### src/rtl/hilo_muldiv_sequencer.sv
// Multi-cycle multiply/divide unit owning the Hi/Lo pair; radix-2 iteration on
// operand magnitudes with a single sign fix-up cycle before the Hi/Lo write.
module hilo_muldiv_sequencer #(
  parameter int WIDTH = 32,
  parameter int CNT_W = 5
) (
  input  logic             Clk,
  input  logic             Reset_n,
  input  logic             Start,
  input  logic [2:0]       Op,
  input  logic [WIDTH-1:0] A,
  input  logic [WIDTH-1:0] B,
  input  logic             Flush,
  output logic             Busy,
  output logic             Done,
  output logic             DivZero,
  output logic [WIDTH-1:0] Hi,
  output logic [WIDTH-1:0] Lo
);

  typedef enum logic [1:0] {
    S_IDLE,
    S_CALC,
    S_FIX,
    S_DONE
  } state_e;

  typedef enum logic [2:0] {
    OP_MULT  = 3'b000,
    OP_MULTU = 3'b001,
    OP_MADD  = 3'b010,
    OP_MSUB  = 3'b011,
    OP_DIV   = 3'b100,
    OP_DIVU  = 3'b101,
    OP_MTHI  = 3'b110,
    OP_MTLO  = 3'b111
  } op_e;

  state_e             state, state_n;
  op_e                op_in, op_q;
  logic [CNT_W-1:0]   cnt;
  logic               sa, sb;
  logic [WIDTH-1:0]   dv;
  logic [2*WIDTH-1:0] p;
  logic               divzero_q;

  logic               accept;
  logic               in_signed, in_div, div_zero;
  logic               a_neg, b_neg;
  logic [WIDTH-1:0]   a_mag, b_mag;
  logic               q_div;

  logic [WIDTH:0]     mul_sum;
  logic [2*WIDTH-1:0] mul_step;
  logic [WIDTH:0]     div_sh;
  logic               div_ge;
  logic [WIDTH-1:0]   div_sub;
  logic [2*WIDTH-1:0] div_step;

  logic               neg;
  logic [2*WIDTH-1:0] prod;
  logic [WIDTH-1:0]   quot, rem;
  logic [2*WIDTH-1:0] fix_hilo;

  assign op_in = op_e'(Op);

  always_comb begin
    accept    = Start && !Flush && (state == S_IDLE || state == S_DONE);
    in_signed = op_in inside {OP_MULT, OP_MADD, OP_MSUB, OP_DIV};
    in_div    = op_in inside {OP_DIV, OP_DIVU};
    div_zero  = in_div && (B == '0);
    a_neg     = in_signed && A[WIDTH-1];
    b_neg     = in_signed && B[WIDTH-1];
    a_mag     = a_neg ? -A : A;
    b_mag     = b_neg ? -B : B;
    q_div     = op_q inside {OP_DIV, OP_DIVU};
  end

  always_comb begin
    state_n = state;
    case (state)
      S_IDLE, S_DONE: begin
        if (accept) begin
          if (op_in inside {OP_MTHI, OP_MTLO} || div_zero) state_n = S_DONE;
          else                                              state_n = S_CALC;
        end else if (state == S_DONE) begin
          state_n = S_IDLE;
        end
      end
      S_CALC:  if (cnt == '0) state_n = S_FIX;
      S_FIX:   state_n = S_DONE;
      default: state_n = S_IDLE;
    endcase
    if (Flush) state_n = S_IDLE;
  end

  // p holds {partial product, remaining multiplier} for multiply and
  // {partial remainder, dividend/quotient bits} for divide.
  always_comb begin
    mul_sum  = {1'b0, p[2*WIDTH-1:WIDTH]} + {1'b0, (p[0] ? dv : {WIDTH{1'b0}})};
    mul_step = {mul_sum, p[WIDTH-1:1]};
    div_sh   = {p[2*WIDTH-1:WIDTH], p[WIDTH-1]};
    div_ge   = div_sh >= {1'b0, dv};
    div_sub  = div_sh[WIDTH-1:0] - dv;
    div_step = {(div_ge ? div_sub : div_sh[WIDTH-1:0]), p[WIDTH-2:0], div_ge};
  end

  always_comb begin
    neg  = sa ^ sb;
    prod = neg ? -p : p;
    quot = neg ? -p[WIDTH-1:0] : p[WIDTH-1:0];
    rem  = sa ? -p[2*WIDTH-1:WIDTH] : p[2*WIDTH-1:WIDTH];
    case (op_q)
      OP_MULT, OP_MULTU: fix_hilo = prod;
      OP_MADD:           fix_hilo = {Hi, Lo} + prod;
      OP_MSUB:           fix_hilo = {Hi, Lo} - prod;
      OP_DIV, OP_DIVU:   fix_hilo = {rem, quot};
      default:           fix_hilo = {Hi, Lo};
    endcase
  end

  always_ff @(posedge Clk or negedge Reset_n) begin
    if (!Reset_n) begin
      state     <= S_IDLE;
      op_q      <= OP_MULT;
      cnt       <= '0;
      sa        <= 1'b0;
      sb        <= 1'b0;
      dv        <= '0;
      p         <= '0;
      divzero_q <= 1'b0;
      Hi        <= '0;
      Lo        <= '0;
    end else begin
      state     <= state_n;
      divzero_q <= 1'b0;
      if (!Flush) begin
        case (state)
          S_IDLE, S_DONE: begin
            if (accept) begin
              op_q <= op_in;
              sa   <= a_neg;
              sb   <= b_neg;
              cnt  <= CNT_W'(WIDTH - 1);
              case (op_in)
                OP_MTHI: Hi <= A;
                OP_MTLO: Lo <= A;
                default: begin
                  if (div_zero) begin
                    divzero_q <= 1'b1;
                  end else if (in_div) begin
                    dv <= b_mag;
                    p  <= {{WIDTH{1'b0}}, a_mag};
                  end else begin
                    dv <= a_mag;
                    p  <= {{WIDTH{1'b0}}, b_mag};
                  end
                end
              endcase
            end
          end
          S_CALC: begin
            p   <= q_div ? div_step : mul_step;
            cnt <= cnt - 1'b1;
          end
          S_FIX: {Hi, Lo} <= fix_hilo;
          default: ;
        endcase
      end
    end
  end

  assign Busy    = (state == S_CALC) || (state == S_FIX);
  assign Done    = (state == S_DONE);
  assign DivZero = divzero_q;

endmodule
### config.mk
export PLATFORM = sky130hd
export DESIGN_NAME = hilo_muldiv_sequencer
export DESIGN_NICKNAME = d
export VERILOG_FILES = /design/src/rtl/hilo_muldiv_sequencer.sv
export SDC_FILE = /design/constraint.sdc
export NUM_CORES = 1
export LEC_CHECK = 0
export BUFFER_PORTS_ARGS = -buffer_cell sky130_fd_sc_hd__buf_2
export CORE_MARGIN = 3
export CORE_UTILIZATION = 50
export DETAILED_ROUTE_END_ITERATION = 8
export GPL_TIMING_DRIVEN = 0
export PLACE_DENSITY = 0.8
export SETUP_SLACK_MARGIN = 0.3
export SYNTH_ARGS = -nofsm -noshare
export SYNTH_HDL_FRONTEND = slang
export SYNTH_SLANG_ARGS = --single-unit
### constraint.sdc
create_clock -name Clk -period 10.5 [get_ports Clk]
set_input_delay 1.575 -clock Clk [delete_from_list [all_inputs] [get_ports Clk]]
set_output_delay 1.575 -clock Clk [all_outputs]
set_load 0.1 [all_outputs]
; Yosys cells after proc, flatten, opt, wreduce, memory -nomap -nowiden
; Cells that the tools add are included.
[totals]
ff_bits = 173
inputBits = 71
output_inout_bits = 67
wordCells = 112
[classes]
add_sub_neg = 10
magnitude_cmp = 1
eq_ne = 22
mux = 34
bitwise_logic = 4
reduce_logical = 31
[op_table]
columns = operator, n
row1 = 32-bit 2-to-1 mux, 12
row2 = 64-bit 2-to-1 mux, 5
row3 = 64-bit one-hot mux with 4 select lines, 1
row4 = 32-bit negator, 4
row5 = 32-bit one-hot mux with 2 select lines, 2
row6 = 64-bit one-hot mux with 2 select lines, 1
row7 = 64-bit adder, 1
row8 = 64-bit negator, 1
row9 = 64-bit subtractor, 1
row10 = 32-bit by 32-bit adder with 33-bit output, 1
row11 = 33-bit by 32-bit >= comparator with 1-bit output, 1
row12 = 32-bit logical NOT, 1
row13 = 32-bit subtractor, 1
row14 = 5-bit AND reduction, 4
row15 = "3-bit == test, second input constant", 6
row16 = "3-bit by 2-bit == test with 1-bit output, second input constant", 4
row17 = 2-bit 2-to-1 mux, 5
row18 = "2-bit inequality test, second input constant", 5
row19 = 5-bit one-hot mux with 2 select lines, 1
row20 = 2-bit nonzero test, 5
row21 = 2-bit OR reduction, 4
row22 = 3-bit logical NOT, 2
row23 = 2-bit one-hot mux with 3 select lines, 1
row24 = 3-bit AND reduction, 2
row25 = 18 further kinds, 31

; Depth between registers and ports, before layout
; Gate-level depths: netlist (run 1).
[depth]
ltp_word = 9
ltp_mapped = 28
depth_no_buf = 25

; Least setup slack after synthesis (run 1)
; Ideal clock, no wire load.
[synth_path]
path_type = flip-flop to flip-flop
from = reg p[0]
to = reg Hi[11]
setup_ns = 0.083
t_arrival_ns = 6.044
required_ns = 10.417
slack_ns = 4.374
path_stages_with_launch = 27
path_buffers = 3
synth_period_minus_slack_ns = 6.126
cell_sequence = dfrtp_1 > buf_2 > clkinv_1 > clkbuf_1 > ha_1 > or3b_2 > or4_1 > o21ai_0 > xor2_1 > o2111ai_1 > nor2_1 > nand2_1 > o21ai_0 > xnor2_1 > ha_1 > clkbuf_1 > a21oi_1 > nor2b_1 > o21ai_0 > a21oi_1 > a211o_1 > a221oi_1 > and2_1 > o21ai_0 > and3_1 > o31a_1 > o21ai_0
[synth_between]
elab_chain_len = 5
word_cells_on_any_way = 6
classes_between = 3 x add/sub / 3 x mux
[synth_lines]
columns = item, line_no
row1 = start: declaration, 44  ; logic [2*WIDTH-1:0] p;
row2 = start signal: assignment, 153  ; p <= {{WIDTH{1'b0}}, a_mag};
row3 = start signal: assignment, 156  ; p <= {{WIDTH{1'b0}}, b_mag};
row4 = start signal: assignment, 163  ; p <= q_div ? div_step : mul_step;
row5 = 64-bit negator, 110  ; prod = neg ? -p : p;
row6 = 64-bit 2-to-1 mux (*), 110
row7 = 64-bit subtractor / 64-bit adder (equally long branches), "116, 115"
row8 = 64-bit one-hot mux with 4 select lines (*), 113  ; case (op_q)
row9 = 32-bit one-hot mux with 2 select lines (*), 138  ; case (state)
row10 = end signal: assignment, 166  ; S_FIX: {Hi, Lo} <= fix_hilo;
row11 = end: declaration, 17  ; output logic [WIDTH-1:0] Hi,
; Every way passes the cells marked *; elsewhere a longest branch is shown, timed or not.
; A chain may end at the register's enable or synchronous reset.

; Worst setup path in the final report (run 1)
[layout_path]
from = reg p[0]
to = reg Hi[27]
; The elaborated chain is that of the path after synthesis.

==> run metrics, run 1 <==
status finished clean; wl on met1 37400 um; post-cts gate resize count 0; 1st-pass router iterations 6; number of global-route vias before repair about 23000; asr flop ratio synth 100%; Chip Height 216 um; num rows 76; # setup viols final 0; CTS Hold Buffers Added 0; Seq/Total Area, Yosys 19.6%; DR top layer met5; grt total ovfl 0; CP max stage cell clkbuf_1; number of synthesized flops with an enable pin 0; crit path kind flop to flop; CP required roughly 11000 ps; share of cells above drive strength 1 7.03%; WL/cell 24.1 um; Slew HR 28.4%; layout net count around 3500; PortBufs 137; critical path peak fanout 11; Netlist cell types 91; Final Hold Vio Count 0; area leader, netlist dfrtp_1; Clock Path Buffers 2; setup bufs post-CTS 0; Synth Flop Type dfrtp_1; H-tree depth 4; Mapped Cells 3101; Initial Util about half; metal3 WL between 10000 and 15000 um; Tmin final 8410 ps; CP Launch Type flop; cell area after synthesis 22100 um2; root buffer cell clkbuf_16; Vias roughly 25000; Detail Placement HPWL 73400 um; vias per inst 6.55; global-route wire length before repair approximately 140000 um; CTS tree yes; Crit path buffers/inverters 4; Seq cells post-synth roughly 170; initial antenna violation count 5; Final Max Tran Viols 0; syn_nets 3313; Final ANT Viol Nets 0; Total GRT Usage 38.7%; fmax about 0.12 GHz; clk slew on worst S/H paths about 80 ps; io pins 138; final wirelength ~93000 um; worst slew pin tran 1070 ps; Yosys top cell area share 19.6%; routed wl met2 37400 um; gpl congestion 1.05; critical path endpoint category flop; setup_tns 0 ps; Hold Path Class flop to flop; Syn Area/Cell ~7 um2; CP arrival 8860 ps; RSZ-0062 raised after global routing false; 1st-iter DRT viols around 3500; area grow syn2layout 9.30%; cell family with most CP delay compound AO/OA/AOI/OAI gates; Finished Cell Area 24200 um2; core area about 43000 um2; Worst-Skew Late Latency 520 ps; top area cells in the synthesized netlist dfrtp_1 20%, ha_1 7.8%, xnor2_1 7.6%; CP peak stage delay 650 ps; Ys Warns 0; Die Area 46800 um2; largest net degree at the start of global routing 90; Setup Skew 18.8 ps; Die X approximately 220 um; TritonCTS Buffers 17; clk sinks approximately 170; max-cap viol count 0; DP Area 23600 um2; Final Cycle Share 80.1%; # DRC 0
[sequential cells by signal, indices dropped and copies added, names as in the netlist]
signal / flops
DivZero: 1
sa: 1
p: 64
sb: 1
Lo: 32
dv: 32
op_q: 3
Hi: 32
cnt: 5
state: 2
[cell usage after synthesis (all sizes together) (26+ instances only)]
library cell  instances
nand2               397
nand2b               26
nor4                 31
a21o                 82
a31oi                50
ha                  138
or4                  32
o21ai               288
or3                  27
buf                  32
a211oi               70
nand4                32
nor2                308
o31ai                28
o211ai               32
clkbuf              185
xor2                119
nand3                61
dfrtp               173
nor3                 69
xnor2               193
inv                  94
mux2i                41
a21oi               272
[path summary, 6_finish.rpt]
check	startpoint	to	slack [ps]	cells past startpoint
worst max-delay path	p[0]	Hi[27]	2090	26
worst min-delay path	dv[11]	dv[11]	500	2
worst max register to register	p[0]	Hi[27]	2090	26
worst min register to register	dv[11]	dv[11]	500	2
max in group asynchronous	Reset_n	Hi[22]	8500	2
min in group asynchronous	Reset_n	cnt[1]	1030	1
[cells in the final DEF (no fill, tap or decap), types with 26 or more instances in the layout]
cell | netlist | layout
a211oi_1 | 70 | 70
a21o_1 | 82 | 82
a21oi_1 | 272 | 272
a31oi_1 | 50 | 50
buf_2 | 13 | 149
clkbuf_1 | 183 | 183
dfrtp_1 | 173 | 173
ha_1 | 138 | 138
inv_1 | 94 | 94
mux2i_1 | 41 | 41
nand2_1 | 397 | 397
nand2b_1 | 26 | 26
nand3_1 | 61 | 61
nand4_1 | 32 | 32
nor2_1 | 308 | 308
nor3_1 | 67 | 67
nor4_1 | 26 | 26
o211ai_1 | 32 | 32
o21ai_0 | 287 | 287
o31ai_1 | 27 | 27
or3_1 | 27 | 27
or4_1 | 30 | 30
xnor2_1 | 193 | 193
xor2_1 | 118 | 118
[final cells by class]
class | count | area (um2)
flip-flops and latches | 173 | 4330
clock buffers | 19 | 453
multi-input cells | 2616 | 16600
repair buffers | 138 | 723
plain buffers | 217 | 855
fillers | 4395 | 19200
clock inverters | 13 | 144
diodes | 2 | 5.00
inverters | 95 | 357
well taps | 585 | 732
[per-stage QoR]
stage	hold WS (ps)	cells	setup slack, ps	util (%)
finish	495	3858	2090	55.7
global route	525	3858	1780	55.7
CTS	493	3856	2380	55.7
detailed placement	476	3824	2380	54.4
global placement	468	3823	2410	54.3
floorplan	450	3101	4370	-
[cells by family (layout without fill, tap and decap cells)]
group	count (synthesis)	in the layout	synth area share (%)
multiplexers	49	49	2.26
adder cells (fa/ha/maj)	142	142	8.12
AO/OA/AOI/OAI	1019	1019	29.0
AND/OR/NAND/NOR	1094	1094	23.1
flip-flops	173	173	19.6
XOR/XNOR	312	312	12.4
other	0	2	0
buffers and inverters	312	482	5.48
[tightest hold or removal path, cell delays in order (launching register included)]
cell	delay, ps
dfrtp_1	350
nand2_1	50
o21ai_0	60
[metal layers]
layer,vias to the layer above,GRT usage (%)
met5,-,0
met4,4,22.4
met3,275,9.98
met2,1730,55.6
met1,11700,52.4
li1,11500,-
Power of run 1 is left out: the tool's default activity adds up to more than one toggle a clock period on the data nets, which glitch-free logic cannot reach.
==> run 2, diff against run 1 <==
--- a/config.mk
+++ b/config.mk
@@ -5,12 +5,13 @@
 export SDC_FILE = /design/constraint.sdc
 export NUM_CORES = 1
 export LEC_CHECK = 0
+export ABC_AREA = 1
 export BUFFER_PORTS_ARGS = -buffer_cell sky130_fd_sc_hd__buf_2
 export CORE_MARGIN = 3
 export CORE_UTILIZATION = 50
 export DETAILED_ROUTE_END_ITERATION = 8
 export GPL_TIMING_DRIVEN = 0
-export PLACE_DENSITY = 0.8
+export PLACE_DENSITY = 0.82
 export SETUP_SLACK_MARGIN = 0.3
 export SYNTH_ARGS = -nofsm -noshare
 export SYNTH_HDL_FRONTEND = slang
==> constraint.sdc (replaced) <==
create_clock -name Clk -period 7 [get_ports Clk]
set_input_delay 1.05 -clock Clk [delete_from_list [all_inputs] [get_ports Clk]]
set_output_delay 1.05 -clock Clk [all_outputs]
set_load 0.1 [all_outputs]
==> run 2 against run 1 <==
Via count is 15% higher. Sequential cell count did not move. First-iteration DRC count up 15%. Register-to-register slack lost 1200 ps. Sequential share of layout area down 1.1 points. Critical endpoint is now Hi[11]. Largest cell class unchanged.
==> run metrics, run 2 <==
final wirelength 108000 um (was 92900 um); largest net degree at the start of global routing 115 (was 90); CTS tree yes (unchanged); wl on met1 41300 um (was 37400 um); number of global-route vias before repair 26500 (was 23100); setup bufs post-CTS 0 (unchanged); RSZ-0062 raised after global routing false (unchanged); Mapped Cells 4066 (was 3101); grt total ovfl 0 (unchanged); number of synthesized flops with an enable pin 0 (unchanged); Hold Path Class input port to async pin (was flop to flop); Chip Height 224 um (was 216 um); # setup viols final 0 (unchanged); largest family of logic cells by synthesized area simple AND/OR/NAND/NOR gates (was compound AO/OA/AOI/OAI gates); Vias 29100 (was 25300); Die Area 50100 um2 (was 46800 um2); area leader, netlist dfrtp_1 (unchanged); CP peak stage delay 400 ps (was 650 ps); routed wl met2 44400 um (was 37400 um); layout net count 4435 (was 3470); crit path kind flop to flop (unchanged); Final ANT Viol Nets 0 (unchanged); setup_tns 0 ps (unchanged); initial antenna violation count 1 (was 5); Synth top cells by count 978 x nand2_1, 561 x nor2_1, 483 x inv_1, 382 x o21ai_0, 344 x a21oi_1 (was 397 x nand2_1, 308 x nor2_1, 287 x o21ai_0, 272 x a21oi_1, 193 x xnor2_1); Top reg by flops p (unchanged); Final Max Tran Viols 0 (unchanged); num rows 79 (was 76); Synth Flop Type dfrtp_1 (unchanged); share of cells above drive strength 1 7.39% (was 7.03%); Total GRT Usage 41.8% (was 38.7%); global-route wire length before repair 159000 um (was 140000 um); WL/cell 22.2 um (was 24.1 um); Tmin final 6060 ps (was 8410 ps); post-synthesis adder-cell area fraction 7.54% (was 8.12%); root buffer cell clkbuf_16 (unchanged); Detail Placement HPWL 90400 um (was 73400 um); Final Hold Vio Count 0 (unchanged); gpl congestion 1.13 (was 1.05); max-cap viol count 0 (unchanged); area grow syn2layout 8.93% (was 9.30%); core area 46700 um2 (was 43400 um2); status finished clean (unchanged); Setup Skew 11.8 ps (was 18.8 ps); Worst-Skew Late Latency 490 ps (was 520 ps); io pins 138 (unchanged); complex-gate fraction of the synthesized area 22.3% (was 29.0%); 1st-pass router iterations 8 (was 6); top area cells in the synthesized netlist dfrtp_1 18%, nand2_1 15%, nor2_1 8.9% (was dfrtp_1 20%, ha_1 7.8%, xnor2_1 7.6%); Seq cells post-synth 173 (unchanged); Initial Util 50.8% (was 51.0%); critical path's most frequent cell nand2_1; DR top layer met4 (was met5); Final Cycle Share 86.6% (was 80.1%); most common cell in the netlist nand2_1 (unchanged); metal3 WL 12900 um (was 12200 um); clk sinks 173 (unchanged); Seq/Total Area, Yosys 18.3% (was 19.6%); CTS Hold Buffers Added 0 (unchanged); commonest non-fill, non-tap cell in the layout nand2_1 (unchanged); Synth Area in XOR/XNOR 5.76% (was 12.4%); CP required 7340 ps (was 10950 ps); CP max stage cell dfrtp_1 (was clkbuf_1); Finished Cell Area 25800 um2 (was 24200 um2); max FFs per register 64 (unchanged); post-cts gate resize count 0 (unchanged); Yosys top cell area share 18.3% (was 19.6%); H-tree depth 4 (unchanged); DP Area 25200 um2 (was 23600 um2); CP Launch Type flop (unchanged); vias per inst 6.01 (was 6.55); # DRC 0 (unchanged); clk slew on worst S/H paths 70 ps (was 80 ps); asr flop ratio synth 100% (unchanged); critical path peak fanout 8 (was 11); Netlist cell types 60 (was 91); Ys Warns 0 (unchanged); CP arrival 6400 ps (was 8860 ps); multiplexer share of the synthesized area 0.169% (was 2.26%); Post-Synth Simple-Gate Area 35.7% (was 23.1%); critical path endpoint category flop (unchanged); Slew HR 25.9% (was 28.4%); fmax 0.165 GHz (was 0.119 GHz); Syn Area/Cell 5.83 um2 (was 7.13 um2); syn_nets 4278 (was 3313); worst slew pin tran 1100 ps (was 1070 ps); Clock Path Buffers 2 (unchanged); TritonCTS Buffers 17 (unchanged); Die X 224 um (was 216 um); cell area after synthesis 23700 um2 (was 22100 um2); PortBufs 137 (unchanged); most frequent cells in the layout 978 x nand2_1, 561 x nor2_1, 483 x inv_1, 382 x o21ai_0, 344 x a21oi_1 (was 397 x nand2_1, 308 x nor2_1, 287 x o21ai_0, 272 x a21oi_1, 193 x xnor2_1); 1st-iter DRT viols 3991 (was 3480)
[run 2: changes by cell type after synthesis, sizes merged, moves of 72 or more]
cell / delta
nand2: +603
inv: +408
nor2: +278
nand3: +182
xnor2: -161
o21ai: +123
clkbuf: -89
a21oi: +72
[run 2: cell type report]
| type | instances | area [um2] |
|---|---|---|
| fill | 5013 | 20800 |
| multi-input combinational | 3263 | 16900 |
| sequential | 173 | 4330 |
| inverter | 505 | 1900 |
| tap | 607 | 759 |
| timing repair buffer | 138 | 723 |
| buffer | 125 | 531 |
| clock buffer | 18 | 429 |
| clock inverter | 14 | 204 |
| antenna | 1 | 2.50 |
[run 2: critical path, delay by kind of cell (launching register included)]
kind                       cells  cell delay [ps]
xor gates and xnor gates       1              290
and+or+nand+nor               19             2900
DFF                            1              400
AOI/OAI and AO/OA              7             1300
adders and majority gates      2              640
buffers and inverters          3              370
[run 2: layer usage]
layer  up-vias  track usage [%]
met1     13100             53.6
met2      1903             62.2
met3       394             9.04
li1      13800                -
met4         0             30.6
met5         -                0
[run 2: path summary, 6_finish.rpt]
path,cells after the start,startpoint,end,slack [ps]
setup / recovery,32,p[0],Hi[11],940
hold / removal,1,Reset_n,Lo[10],480
setup reg to reg,32,p[0],Hi[11],940
hold reg to reg,2,cnt[4],cnt[4],510
max in group asynchronous,2,Reset_n,dv[19],5530
min in group Clk,2,cnt[4],cnt[4],510
[run 2: cell families after synthesis]
logic type	count (synthesis)
buf+inv	630
compound gates	959
flops	173
mux	4
simple gates	2004
fa+ha+maj	141
xor+xnor	155
[run 2: metrics by stage]
stage	setup slack, ps	std cells	util [%]	hold slack (ps)
2_1_floorplan	2530	4066	-	453
3_3_place_gp	1230	4810	53.9	477
3_5_place_dp	1170	4811	54.0	493
4_1_cts	1130	4843	55.4	504
5_1_grt	725	4843	55.4	523
6_report	937	4844	55.4	483
Power of run 2 is left out for the same reason.
